### src/rtl/mem_port_arbiter.sv
// mem_port_arbiter: round-robin arbiter granting one shared 12-bit address port in LAT-cycle windows.
// All outputs are registered except port_addr, which passes combinationally through the address mux.
module _12bit_mux2_1 (
    input  logic        sel,
    input  logic [11:0] a,
    input  logic [11:0] b,
    output logic [11:0] y
);
    assign y = sel ? b : a;
endmodule

module mem_port_arbiter #(
    parameter int LAT = 2
) (
    input  logic        clk,
    input  logic        rst,
    input  logic        req0,
    input  logic [11:0] addr0,
    input  logic        req1,
    input  logic [11:0] addr1,
    output logic        gnt0,
    output logic        gnt1,
    output logic        done0,
    output logic        done1,
    output logic        mux_sel,
    output logic [11:0] port_addr,
    output logic        port_en,
    output logic        busy
);
    typedef enum logic {IDLE, GRANT} state_t;
    localparam logic [3:0] LAT_M1 = 4'(LAT - 1);
    state_t     state, state_n;
    logic [3:0] cnt, cnt_n;
    logic       last_winner, last_n, sel_n, take, id, busy_n;
    always_comb begin
        take    = 1'b0;
        id      = 1'b0;
        state_n = state;
        cnt_n   = cnt;
        sel_n   = mux_sel;
        last_n  = last_winner;
        // At the end of a grant only the other port may take over; the owner's own request waits.
        if (state == IDLE) begin
            take = req0 | req1;
            id   = (req0 & req1) ? ~last_winner : req1;
        end else if (cnt == 4'd0) begin
            take = mux_sel ? req0 : req1;
            id   = ~mux_sel;
        end
        if (take) begin
            state_n = GRANT;
            cnt_n   = LAT_M1;
            sel_n   = id;
            last_n  = id;
        end else if (state == GRANT && cnt != 4'd0) begin
            cnt_n = cnt - 4'd1;
        end else begin
            state_n = IDLE;
        end
        busy_n = (state_n == GRANT);
    end
    always_ff @(posedge clk) begin
        if (rst) begin
            state       <= IDLE;
            cnt         <= 4'd0;
            last_winner <= 1'b1;
            mux_sel     <= 1'b0;
            gnt0        <= 1'b0;
            gnt1        <= 1'b0;
            done0       <= 1'b0;
            done1       <= 1'b0;
            port_en     <= 1'b0;
            busy        <= 1'b0;
        end else begin
            state       <= state_n;
            cnt         <= cnt_n;
            last_winner <= last_n;
            mux_sel     <= sel_n;
            gnt0        <= busy_n & ~sel_n;
            gnt1        <= busy_n & sel_n;
            done0       <= busy_n & ~sel_n & (cnt_n == 4'd0);
            done1       <= busy_n & sel_n & (cnt_n == 4'd0);
            port_en     <= busy_n;
            busy        <= busy_n;
        end
    end
    _12bit_mux2_1 u_mux (
        .sel(mux_sel),
        .a  (addr0),
        .b  (addr1),
        .y  (port_addr)
    );
endmodule

### config.mk
export PLATFORM = sky130hd
export DESIGN_NAME = mem_port_arbiter
export DESIGN_NICKNAME = d
export VERILOG_FILES = /design/src/rtl/mem_port_arbiter.sv
export SDC_FILE = /design/constraint.sdc
export NUM_CORES = 1
export LEC_CHECK = 0
export BUFFER_PORTS_ARGS = -buffer_cell sky130_fd_sc_hd__buf_2
export CORE_MARGIN = 10
export CORE_UTILIZATION = 45
export CTS_BUF_LIST = sky130_fd_sc_hd__clkbuf_2
export DETAILED_ROUTE_END_ITERATION = 8
export GPL_TIMING_DRIVEN = 0
export HOLD_SLACK_MARGIN = 0.03
export PLACE_DENSITY_LB_ADDON = 0.15
export SLEW_MARGIN = 5
export SYNTH_ARGS = -nofsm -noshare
export SYNTH_HDL_FRONTEND = slang
export SYNTH_HIERARCHICAL = 1
export SYNTH_SLANG_ARGS = --single-unit
### constraint.sdc
create_clock -name clk -period 3 [get_ports clk]
set_input_delay 0.15 -clock clk [delete_from_list [all_inputs] [get_ports clk]]
set_output_delay 0.15 -clock clk [all_outputs]
set_load 0.005 [all_outputs]
==> results by group, run 1 <==
Outcome
  • Status: complete, no violations

Pwr
  • Clock group share of total power: 19.0%
  • Internal power contribution: 0.0002892 W
  • Reg power frac: 40.3%
  • Pwr dens: 407.1 nW/um2
  • Combinational Power Share: 40.7%
  • Peak supply drop: 272.0 uV
  • Sw Ratio: 31.67%
  • P_sw: 0.0001340 W
  • Leakage power: 0.5031 nW

Critical path
  • Required time worst endpoint: 3.17 ns
  • Critical path's largest stage delay: 0.43 ns
  • Master of the slowest instance on the critical path: or3b_4
  • Critical path type: reg -> reg
  • CP bufs+invs: 1
  • Kind of cell adding the most delay to the critical path: simple AND/OR/NAND/NOR gates
  • Critical Path Sink Type: flop
  • Setup slack, reg-to-reg: 1.29 ns
  • CP max FO: 5
  • Startpoint types: flop
  • Cells along the critical path: inv_1, ha_1, or3b_4, nand2_2, o2111ai_2, a221oi_2
  • WP data arrival: 1.89 ns

Logic synthesis
  • EDFF count, synth: 0
  • Register bit total from synthesis: 11
  • Net Count, Synth: 110
  • Synth Flop Type: dfxtp_1
  • FFs w/ async S/R, synth: 0%
  • Sequential fraction of the synthesis area: 28.43%
  • YS warnings: 6
  • Syn_area_per_cell: 9.562 um2
  • Mapped Area: 774.5 um2
  • Distinct cell type count of the synthesized netlist: 34
  • Cells after synthesis: 81

Drt
  • WL final: 2.074 mm
  • Vias/cell: 5.116
  • DRT iter0 DRCs: 13
  • Number of remaining DRC errors: 0
  • TritonRoute pass-1 iters: 4
  • Wirelength per Cell: 14.21 um
  • DR vias: 747
  • Post-route ant nets: 0

Clock tree
  • Number of buffers created by CTS: 3
  • CTS tree: done
  • Root buffer cell: clkbuf_2
  • CTS Hold Bufs: 0
  • Clk_lat worst skew: 0.25 ns
  • Clock sinks: 11
  • Post-CTS sizing: 0
  • Clock Path Buffers: 2
  • Clk pin slew, worst setup/hold paths: 0.10 ns
  • Post-CTS Setup Repair Bufs: 0
  • H-tree levels: 1

Global route
  • Vias in the first global route: 677
  • Pin count of the biggest net entering global routing: 11
  • First-pass GRT wire length: 3.001 mm
  • Initial antenna violation count: 0
  • Grt total ovfl: 0
  • GRT Overall Usage: 10.07%

Floorplan
  • I/O Pins: 47
  • Initial Util: 49.68%
  • DIE AREA: 3780 um2
  • Die Y: 61.49 um
  • CORE AREA: 1559 um2
  • Die span in x: 61.49 um
  • Rows: 14

Timing
  • Max Clk Rate: 0.5837 GHz
  • Final Hold Fails: 0
  • Clock Skew: 0.003665 ns
  • Final Cycle Share: 57.11%
  • Final setup fails: 0
  • Worst slew pin tran: 0.4248 ns
  • Slew margin rel.: 71.68%
  • Final min period: 1.713 ns
  • Final setup TNS: 0 ns
  • Final Max Slew Viols: 0
  • Unrepaired setup endpoints after global routing: no

Finish
  • Util after Layout: 66.69%
  • Nets: 160
  • # diodes: 0
  • Fin cells: 146
  • Layout cell share with drive strength beyond 1: 55.38%
  • Area Overhead vs Synth: 34.25%
  • Commonest non-fill, non-tap cell in the layout: buf_2
  • Most frequent cells in the layout: 46 x buf_2, 11 x dfxtp_1, 10 x mux2_4

Placed design
  • IO buf count: 45
  • Detailed placement HPWL: 1.794 mm
  • Inst Count DP: 142
  • GPL Wtd Cong: 0.8140

Min path
  • Worst hold-check path type: in -> reg

Flow run
  • Number of max-cap violations: 0
registers in the layout (all words and copies together), names as in the netlist:
| register | count |
|---|---|
| done0 | 1 |
| done1 | 1 |
| last_winner | 1 |
| state | 1 |
| mux_sel | 1 |
| gnt1 | 1 |
| gnt0 | 1 |
| cnt | 4 |
kinds of logic (layout without fill, tap and decap cells):
| logic type | Yosys count | after routing | share of synthesized area (%) |
|---|---|---|---|
| flip-flops | 11 | 11 | 28.43 |
| AO/OA/AOI/OAI | 25 | 25 | 23.58 |
| buffers and inverters | 11 | 60 | 6.946 |
| multiplexers | 12 | 12 | 22.29 |
| AND/OR/NAND/NOR | 20 | 20 | 15.99 |
| adder cells (fa/ha/maj) | 1 | 1 | 1.615 |
| XOR/XNOR | 1 | 1 | 1.131 |
worst paths after layout:
check,cells after the start,end,startpoint
min,3,gnt0,req0
max reg2reg,6,done0,cnt[0]
min reg2reg,2,last_winner,last_winner
max,6,done0,cnt[0]
final cells by class:
type	instances	area (um2)
fillers	141	519.2
clock buffers	4	20.02
well taps	16	20.02
repair buffers	45	225.2
multi-input cells	59	500.5
plain buffers	4	27.53
flip-flops and latches	11	220.2
inverters	7	26.28
worst min-delay path, delay by kind of cell:
| family | cells | cell delay (ns) |
|---|---|---|
| simple gates | 1 | 0.09 |
| compound gates | 1 | 0.07 |
| buf+inv | 1 | 0.14 |
cell usage after synthesis (2+ instances only):
library cell	count	area share, %
a221oi_2	2	3.9
nor2b_1	2	1.6
a211oi_1	2	1.9
nor2_1	2	0.97
o21ai_0	5	3.2
nand2_2	2	1.6
inv_1	7	3.4
nand2b_1	2	1.6
mux2_2	2	2.9
o21bai_1	2	1.9
o21a_1	2	1.9
dfxtp_1	11	28
mux2_4	10	19
nand2_1	3	1.5
a21oi_1	8	5.2
routing by layer:
metal	vias to the layer above	wire, um	track usage, %
li1	389	-	-
met1	330	781	11.15
met2	28	1073	16.84
met3	0	219	5.350
met4	0	0	1.911
met5	-	0	0
metrics by stage:
stage | setup WS [ns] | power, W | hold WS (ns) | area (um2)
floorplan | 1.445 | 0.0002870 | 0.3155 | 774.5
global placement | 1.339 | 0.0003427 | 0.4678 | 1020
detailed placement | 1.308 | 0.0003476 | 0.4764 | 1020
CTS | 1.288 | 0.0004282 | 0.2257 | 1040
global route | 1.173 | 0.0004502 | 0.2240 | 1040
finish | 1.287 | 0.0004232 | 0.2349 | 1040
power groups by stage:
| stage | registers [W] | logic (W) | clock network [W] |
|---|---|---|---|
| 3_5_place_dp | 0.000174 | 0.000174 | 0 |
| 4_1_cts | 0.000170 | 0.000174 | 0.0000836 |
| 5_1_grt | 0.000172 | 0.000190 | 0.0000880 |
| 6_report | 0.000171 | 0.000172 | 0.0000805 |
| 3_3_place_gp | 0.000174 | 0.000169 | 0 |
| 2_1_floorplan | 0.000173 | 0.000114 | 0 |
Power figures use the tool's default switching activity.
==> run 2, diff against run 1 <==
--- a/config.mk
+++ b/config.mk
@@ -7,7 +7,7 @@
 export LEC_CHECK = 0
 export BUFFER_PORTS_ARGS = -buffer_cell sky130_fd_sc_hd__buf_2
 export CORE_MARGIN = 10
-export CORE_UTILIZATION = 45
+export CORE_UTILIZATION = 44
 export CTS_BUF_LIST = sky130_fd_sc_hd__clkbuf_2
 export DETAILED_ROUTE_END_ITERATION = 8
 export GPL_TIMING_DRIVEN = 0
==> constraint.sdc (replaced) <==
create_clock -name clk -period 1.75 [get_ports clk]
set_input_delay 0.0875 -clock clk [delete_from_list [all_inputs] [get_ports clk]]
set_output_delay 0.0875 -clock clk [all_outputs]
set_load 0.005 [all_outputs]
==> run 2 against run 1 <==
Highest routed layer is now met4; global-route usage up 0.82 points; sequential share of layout area down 0.28 points; count of clock-buffer cells in the layout unchanged; routed wire length up 1.1%; clock skew up 0.0045 ns.
==> results by group, run 2 (same netlist as run 1, synthesis figures left out) <==
Finish
  • Most frequent cells in the layout: 46 x buf_2, 11 x dfxtp_1, 10 x mux2_4 (unchanged)
  • Nets: 160 (unchanged)
  • # fillers: 150 (was 141)
  • # diodes: 0 (unchanged)
  • Largest register FFs: 4 (unchanged)
  • Register area: 220.2 um2 (unchanged)
  • Fin cells: 147 (was 146)
  • Layout cell share with drive strength beyond 1: 56.15% (was 55.38%)
  • Commonest non-fill, non-tap cell in the layout: buf_2 (unchanged)
  • Largest Register: cnt (unchanged)
  • Area Overhead vs Synth: 36.03% (was 34.25%)
  • Design Area, Final: 1054 um2 (was 1040 um2)
  • Multi-input logic area: 513.0 um2 (was 500.5 um2)

Global route
  • Vias in the first global route: 762 (was 677)
  • Pin count of the biggest net entering global routing: 11 (unchanged)
  • First-pass GRT wire length: 3.277 mm (was 3.001 mm)
  • GRT Overall Usage: 10.89% (was 10.07%)
  • Initial antenna violation count: 0 (unchanged)
  • Grt total ovfl: 0 (unchanged)

Floorplan
  • I/O Pins: 47 (unchanged)
  • CORE AREA: 1689 um2 (was 1559 um2)
  • Rows: 15 (was 14)
  • Die Y: 61.96 um (was 61.49 um)
  • DIE AREA: 3838 um2 (was 3780 um2)
  • Die span in x: 61.96 um (was 61.49 um)
  • Initial Util: 45.85% (was 49.68%)

Placed design
  • GPL Wtd Cong: 0.8168 (was 0.8140)
  • Detailed placement HPWL: 1.812 mm (was 1.794 mm)
  • IO buf count: 45 (unchanged)
  • Inst Count DP: 143 (was 142)
  • Placed inst area: 1021 um2 (was 1020 um2)

Clock tree
  • CTS tree: done (unchanged)
  • Post-CTS Setup Repair Bufs: 0 (unchanged)
  • CTS Hold Bufs: 0 (unchanged)
  • Number of buffers created by CTS: 3 (unchanged)
  • Clock sinks: 11 (unchanged)
  • Clock Path Buffers: 2 (unchanged)
  • H-tree levels: 1 (unchanged)
  • Clk pin slew, worst setup/hold paths: 0.09 ns (was 0.10 ns)
  • Root buffer cell: clkbuf_2 (unchanged)
  • Clk_lat worst skew: 0.26 ns (was 0.25 ns)

Timing
  • Clock Skew: 0.008173 ns (was 0.003665 ns)
  • Unrepaired setup endpoints after global routing: no (unchanged)
  • Worst slew pin tran: 0.4244 ns (was 0.4248 ns)
  • Final setup fails: 0 (unchanged)
  • Final min period: 1.632 ns (was 1.713 ns)
  • Max Clk Rate: 0.6129 GHz (was 0.5837 GHz)
  • Final hold slack: 0.1587 ns (was 0.2349 ns)
  • Final setup TNS: 0 ns (unchanged)
  • Final Max Slew Viols: 0 (unchanged)
  • Final Hold Fails: 0 (unchanged)
  • Slew margin rel.: 71.70% (was 71.68%)
  • Final Cycle Share: 93.24% (was 57.11%)

Critical path
  • Worst Setup SP: cnt[0] (unchanged)
  • Cells along the critical path: inv_1, ha_4, or3b_4, o22ai_2, nand2_2, a221oi_2 (was inv_1, ha_1, or3b_4, nand2_2, o2111ai_2, a221oi_2)
  • CP bufs+invs: 1 (unchanged)
  • Startpoint types: flop (unchanged)
  • Reg2reg start: cnt[0] (unchanged)
  • Required time worst endpoint: 1.93 ns (was 3.17 ns)
  • Critical path's largest stage delay: 0.41 ns (was 0.43 ns)
  • Kind of cell adding the most delay to the critical path: simple AND/OR/NAND/NOR gates (unchanged)
  • CP max FO: 5 (unchanged)
  • Critical path type: reg -> reg (unchanged)
  • Critical Path Sink Type: flop (unchanged)
  • Master of the slowest instance on the critical path: or3b_4 (unchanged)
  • WP data arrival: 1.81 ns (was 1.89 ns)

Drt
  • TritonRoute pass-1 iters: 2 (was 4)
  • Vias/cell: 5.190 (was 5.116)
  • DR vias: 763 (was 747)
  • Post-route ant nets: 0 (unchanged)
  • Number of remaining DRC errors: 0 (unchanged)
  • DRT iter0 DRCs: 10 (was 13)
  • WL final: 2.097 mm (was 2.074 mm)
  • Wirelength per Cell: 14.27 um (was 14.21 um)

Outcome
  • Status: complete, no violations (unchanged)

Min path
  • Worst hold-check path type: in -> reg (unchanged)
  • Hold Startpoint: req0 (unchanged)

Pwr
  • Peak supply drop: 493.8 uV (was 272.0 uV)
  • Pwr dens: 700.9 nW/um2 (was 407.1 nW/um2)
  • Leakage power: 0.5042 nW (was 0.5031 nW)

Flow run
  • Number of max-cap violations: 0 (unchanged)
==> run 2: cell types whose count changed in the layout (fill, tap and decap cells not counted) <==
cell / change
ha_4: +1
ha_1: -1
==> run 2: where the power goes <==
group / leakage (nW) / internal, W / total, W / switching [W]
sequential: 0.0905 / 0.000272 / 0.000293 / 0.0000207
combinational: 0.397 / 0.000169 / 0.000302 / 0.000133
clock: 0.0166 / 0.0000607 / 0.000143 / 0.0000827
total: 0.504 / 0.000502 / 0.000738 / 0.000237
==> run 2: worst register-to-register path: cells and delay by family (launching register included) <==
family / cells / cell delay, ns
AO/OA/AOI/OAI: 2 / 0.43
AND/OR/NAND/NOR: 2 / 0.50
buffers and inverters: 1 / 0.10
adder cells (fa/ha/maj): 1 / 0.16
flip-flops: 1 / 0.35
==> run 2: final cells by class <==
class                           instances  area share (%)
Buffer                                  4           2.613
Clock buffer                            4           1.900
Inverter                                7           2.494
Multi-Input combinational cell         59           48.69
Sequential cell                        11           20.90
Tap cell                               17           2.019
Timing Repair Buffer                   45           21.38
==> run 2: metrics by stage <==
| step | total power (W) | util (%) | setup WS, ns |
|---|---|---|---|
| 4_1_cts | 0.0007402 | 61.63 | 0.03770 |
| 2_1_floorplan | 0.0004921 | - | 0.1945 |
| 6_report | 0.0007384 | 62.37 | 0.1183 |
| 3_3_place_gp | 0.0005890 | 60.44 | 0.08219 |
| 3_5_place_dp | 0.0005957 | 60.44 | 0.06147 |
| 5_1_grt | 0.0007953 | 62.37 | 0.0009344 |
==> run 2: per-layer routing <==
layer | part of all wire [%] | global-route usage (%)
met5 | 0 | 0
met4 | 1.3 | 3.822
met3 | 12 | 4.472
met2 | 47 | 20.18
met1 | 40 | 10.57
==> run 2: what timing repair did <==
| action | 4_1_cts | 5_1_grt |
|---|---|---|
| gates resized for setup | 0 | 2 |
| hold endpoints to repair | 0 | 0 |
| endpoints found under the setup margin | 0 | 6 |
==> run 2: worst paths after layout <==
path | endpoint | slack, ns | cells past startpoint
min reg2reg | last_winner | 0.49 | 2
min | done0 | 0.16 | 3
max reg2reg | done0 | 0.12 | 6
max | done0 | 0.12 | 6
==> run 3, diff against run 2 <==
--- a/config.mk
+++ b/config.mk
@@ -12,7 +12,7 @@
 export DETAILED_ROUTE_END_ITERATION = 8
 export GPL_TIMING_DRIVEN = 0
 export HOLD_SLACK_MARGIN = 0.03
-export PLACE_DENSITY_LB_ADDON = 0.15
+export PLACE_DENSITY = 0.8
 export SLEW_MARGIN = 5
 export SYNTH_ARGS = -nofsm -noshare
 export SYNTH_HDL_FRONTEND = slang
==> run 3 against run 2 <==
Setup slack got worse by 0.017 ns; count of clock-buffer cells in the layout unchanged; clock power fell by 3%; critical path type unchanged.
==> results by group, run 3 (same netlist as run 1, synthesis figures left out) <==
Outcome
  • Status: complete, no violations (unchanged)

Clock tree
  • CTS tree: done (unchanged)
  • Root buffer cell: clkbuf_2 (unchanged)
  • Clock sinks: 11 (unchanged)
  • Clock Path Buffers: 2 (unchanged)
  • Number of buffers created by CTS: 3 (unchanged)
  • Clk_lat worst skew: 0.25 ns (was 0.26 ns)
  • H-tree levels: 1 (unchanged)
  • Post-CTS Setup Repair Bufs: 0 (unchanged)
  • Clk pin slew, worst setup/hold paths: 0.10 ns (was 0.09 ns)
  • CTS Hold Bufs: 0 (unchanged)

Timing
  • Slew margin rel.: 72.32% (was 71.70%)
  • Final Hold Fails: 0 (unchanged)
  • Final Max Slew Viols: 0 (unchanged)
  • Final setup TNS: 0 ns (unchanged)
  • Final Cycle Share: 94.21% (was 93.24%)
  • Max Clk Rate: 0.6065 GHz (was 0.6129 GHz)
  • Unrepaired setup endpoints after global routing: no (unchanged)
  • Worst slew pin tran: 0.4152 ns (was 0.4244 ns)
  • Clock Skew: 0.003439 ns (was 0.008173 ns)
  • Final setup fails: 0 (unchanged)
  • Final min period: 1.649 ns (was 1.632 ns)

Critical path
  • Critical Path Sink Type: flop (unchanged)
  • CP max FO: 5 (unchanged)
  • Critical path type: reg -> reg (unchanged)
  • Required time worst endpoint: 1.93 ns (about the same)
  • Startpoint types: flop (unchanged)
  • WP data arrival: 1.83 ns (was 1.81 ns)

Global route
  • Grt total ovfl: 0 (unchanged)
  • First-pass GRT wire length: 3.346 mm (was 3.277 mm)
  • Vias in the first global route: 749 (was 762)
  • Pin count of the biggest net entering global routing: 11 (unchanged)
  • GRT Overall Usage: 11.42% (was 10.89%)
  • Initial antenna violation count: 0 (unchanged)

Drt
  • DRT iter0 DRCs: 14 (was 10)
  • TritonRoute pass-1 iters: 4 (was 2)
  • DR vias: 757 (was 763)
  • Vias/cell: 5.150 (was 5.190)
  • Number of remaining DRC errors: 0 (unchanged)
  • WL final: 2.201 mm (was 2.097 mm)
  • Post-route ant nets: 0 (unchanged)
  • Wirelength per Cell: 14.97 um (was 14.27 um)

Finish
  • Largest Register: cnt (unchanged)
  • Largest register FFs: 4 (unchanged)
  • # diodes: 0 (unchanged)
  • Design Area, Final: 1055 um2 (was 1054 um2)
  • Commonest non-fill, non-tap cell in the layout: buf_2 (unchanged)
  • Layout cell share with drive strength beyond 1: 56.92% (was 56.15%)
  • Most frequent cells in the layout: 46 x buf_2, 10 x dfxtp_1, 10 x mux2_4 (was 46 x buf_2, 11 x dfxtp_1, 10 x mux2_4)
  • Nets: 160 (unchanged)
  • Area Overhead vs Synth: 36.19% (was 36.03%)

Flow run
  • Number of max-cap violations: 0 (unchanged)

Floorplan
  • Die Y: 61.96 um (unchanged)
  • Rows: 15 (unchanged)
  • DIE AREA: 3838 um2 (unchanged)
  • I/O Pins: 47 (unchanged)
  • CORE AREA: 1689 um2 (unchanged)
  • Die span in x: 61.96 um (unchanged)
  • Initial Util: 45.85% (unchanged)

Pwr
  • Peak supply drop: 504.9 uV (was 493.8 uV)
  • Leakage power: 0.5043 nW (was 0.5042 nW)
  • Pwr dens: 700.3 nW/um2 (was 700.9 nW/um2)

Placed design
  • GPL Wtd Cong: 0.8691 (was 0.8168)
  • Detailed placement HPWL: 1.889 mm (was 1.812 mm)
  • IO buf count: 45 (unchanged)
  • Placed inst area: 1021 um2 (unchanged)

Min path
  • Worst hold-check path type: in -> reg (unchanged)
-- run 3: cell types whose count changed in the layout (fill, tap and decap cells not counted) --
cell,delta
dfxtp_2,+1
dfxtp_1,-1
-- run 3: metrics by stage --
step	utilization (%)	worst slack, ns	hold slack, ns	instances	total power (W)
3_5_place_dp	60.44	0.05863	0.4356	143	0.0005978
5_1_grt	62.44	0.00001621	0.1483	147	0.0007948
3_3_place_gp	60.44	0.09012	0.4234	143	0.0005867
6_report	62.44	0.1013	0.1566	147	0.0007386
2_1_floorplan	-	0.1945	0.2530	81	0.0004921
4_1_cts	61.63	0.03954	0.1567	147	0.0007365
-- run 3: critical path, stage by stage, from the launching register on --
cell and delay [ns]:
dfxtp_2 0.35, inv_1 0.10, ha_4 0.16, or3b_4 0.41
nand2_2 0.11, o2111ai_2 0.16, a221oi_2 0.27
-- run 3: what timing repair did --
action                     CTS  global route
gates resized for setup      0             3
setup endpoints to repair    0             7
hold endpoints to repair     0             0
-- run 3: path summary, 6_finish.rpt --
| kind | start | cells past startpoint | to | slack [ns] |
|---|---|---|---|---|
| worst max-delay path | cnt[0] | 6 | done1 | 0.10 |
| worst min register to register | last_winner | 2 | last_winner | 0.50 |
| worst min-delay path | req0 | 3 | done0 | 0.16 |
| worst max register to register | cnt[0] | 6 | done1 | 0.10 |
-- run 3: cell type report --
class / count / area (um2)
plain buffers: 4 / 27.53
clock buffers: 4 / 20.02
fillers: 153 / 634.4
inverters: 7 / 26.28
multi-input cells: 59 / 513.0
flip-flops and latches: 11 / 221.5
well taps: 17 / 21.27
repair buffers: 45 / 225.2
-- run 3: layer usage --
| layer | track usage, % | up-vias | share of wire (%) |
|---|---|---|---|
| li1 | - | 387 | - |
| met1 | 9.977 | 335 | 38 |
| met2 | 23.10 | 30 | 51 |
| met3 | 5.285 | 5 | 10 |
| met4 | 1.911 | 0 | 0.91 |
| met5 | 0 | - | 0 |
-- run 3: where the power goes --
group          switching (W)  internal [W]  leakage, nW
combinational       0.000136      0.000169        0.397
sequential         0.0000212      0.000273       0.0906
clock              0.0000787     0.0000607       0.0166
total               0.000236      0.000503        0.504
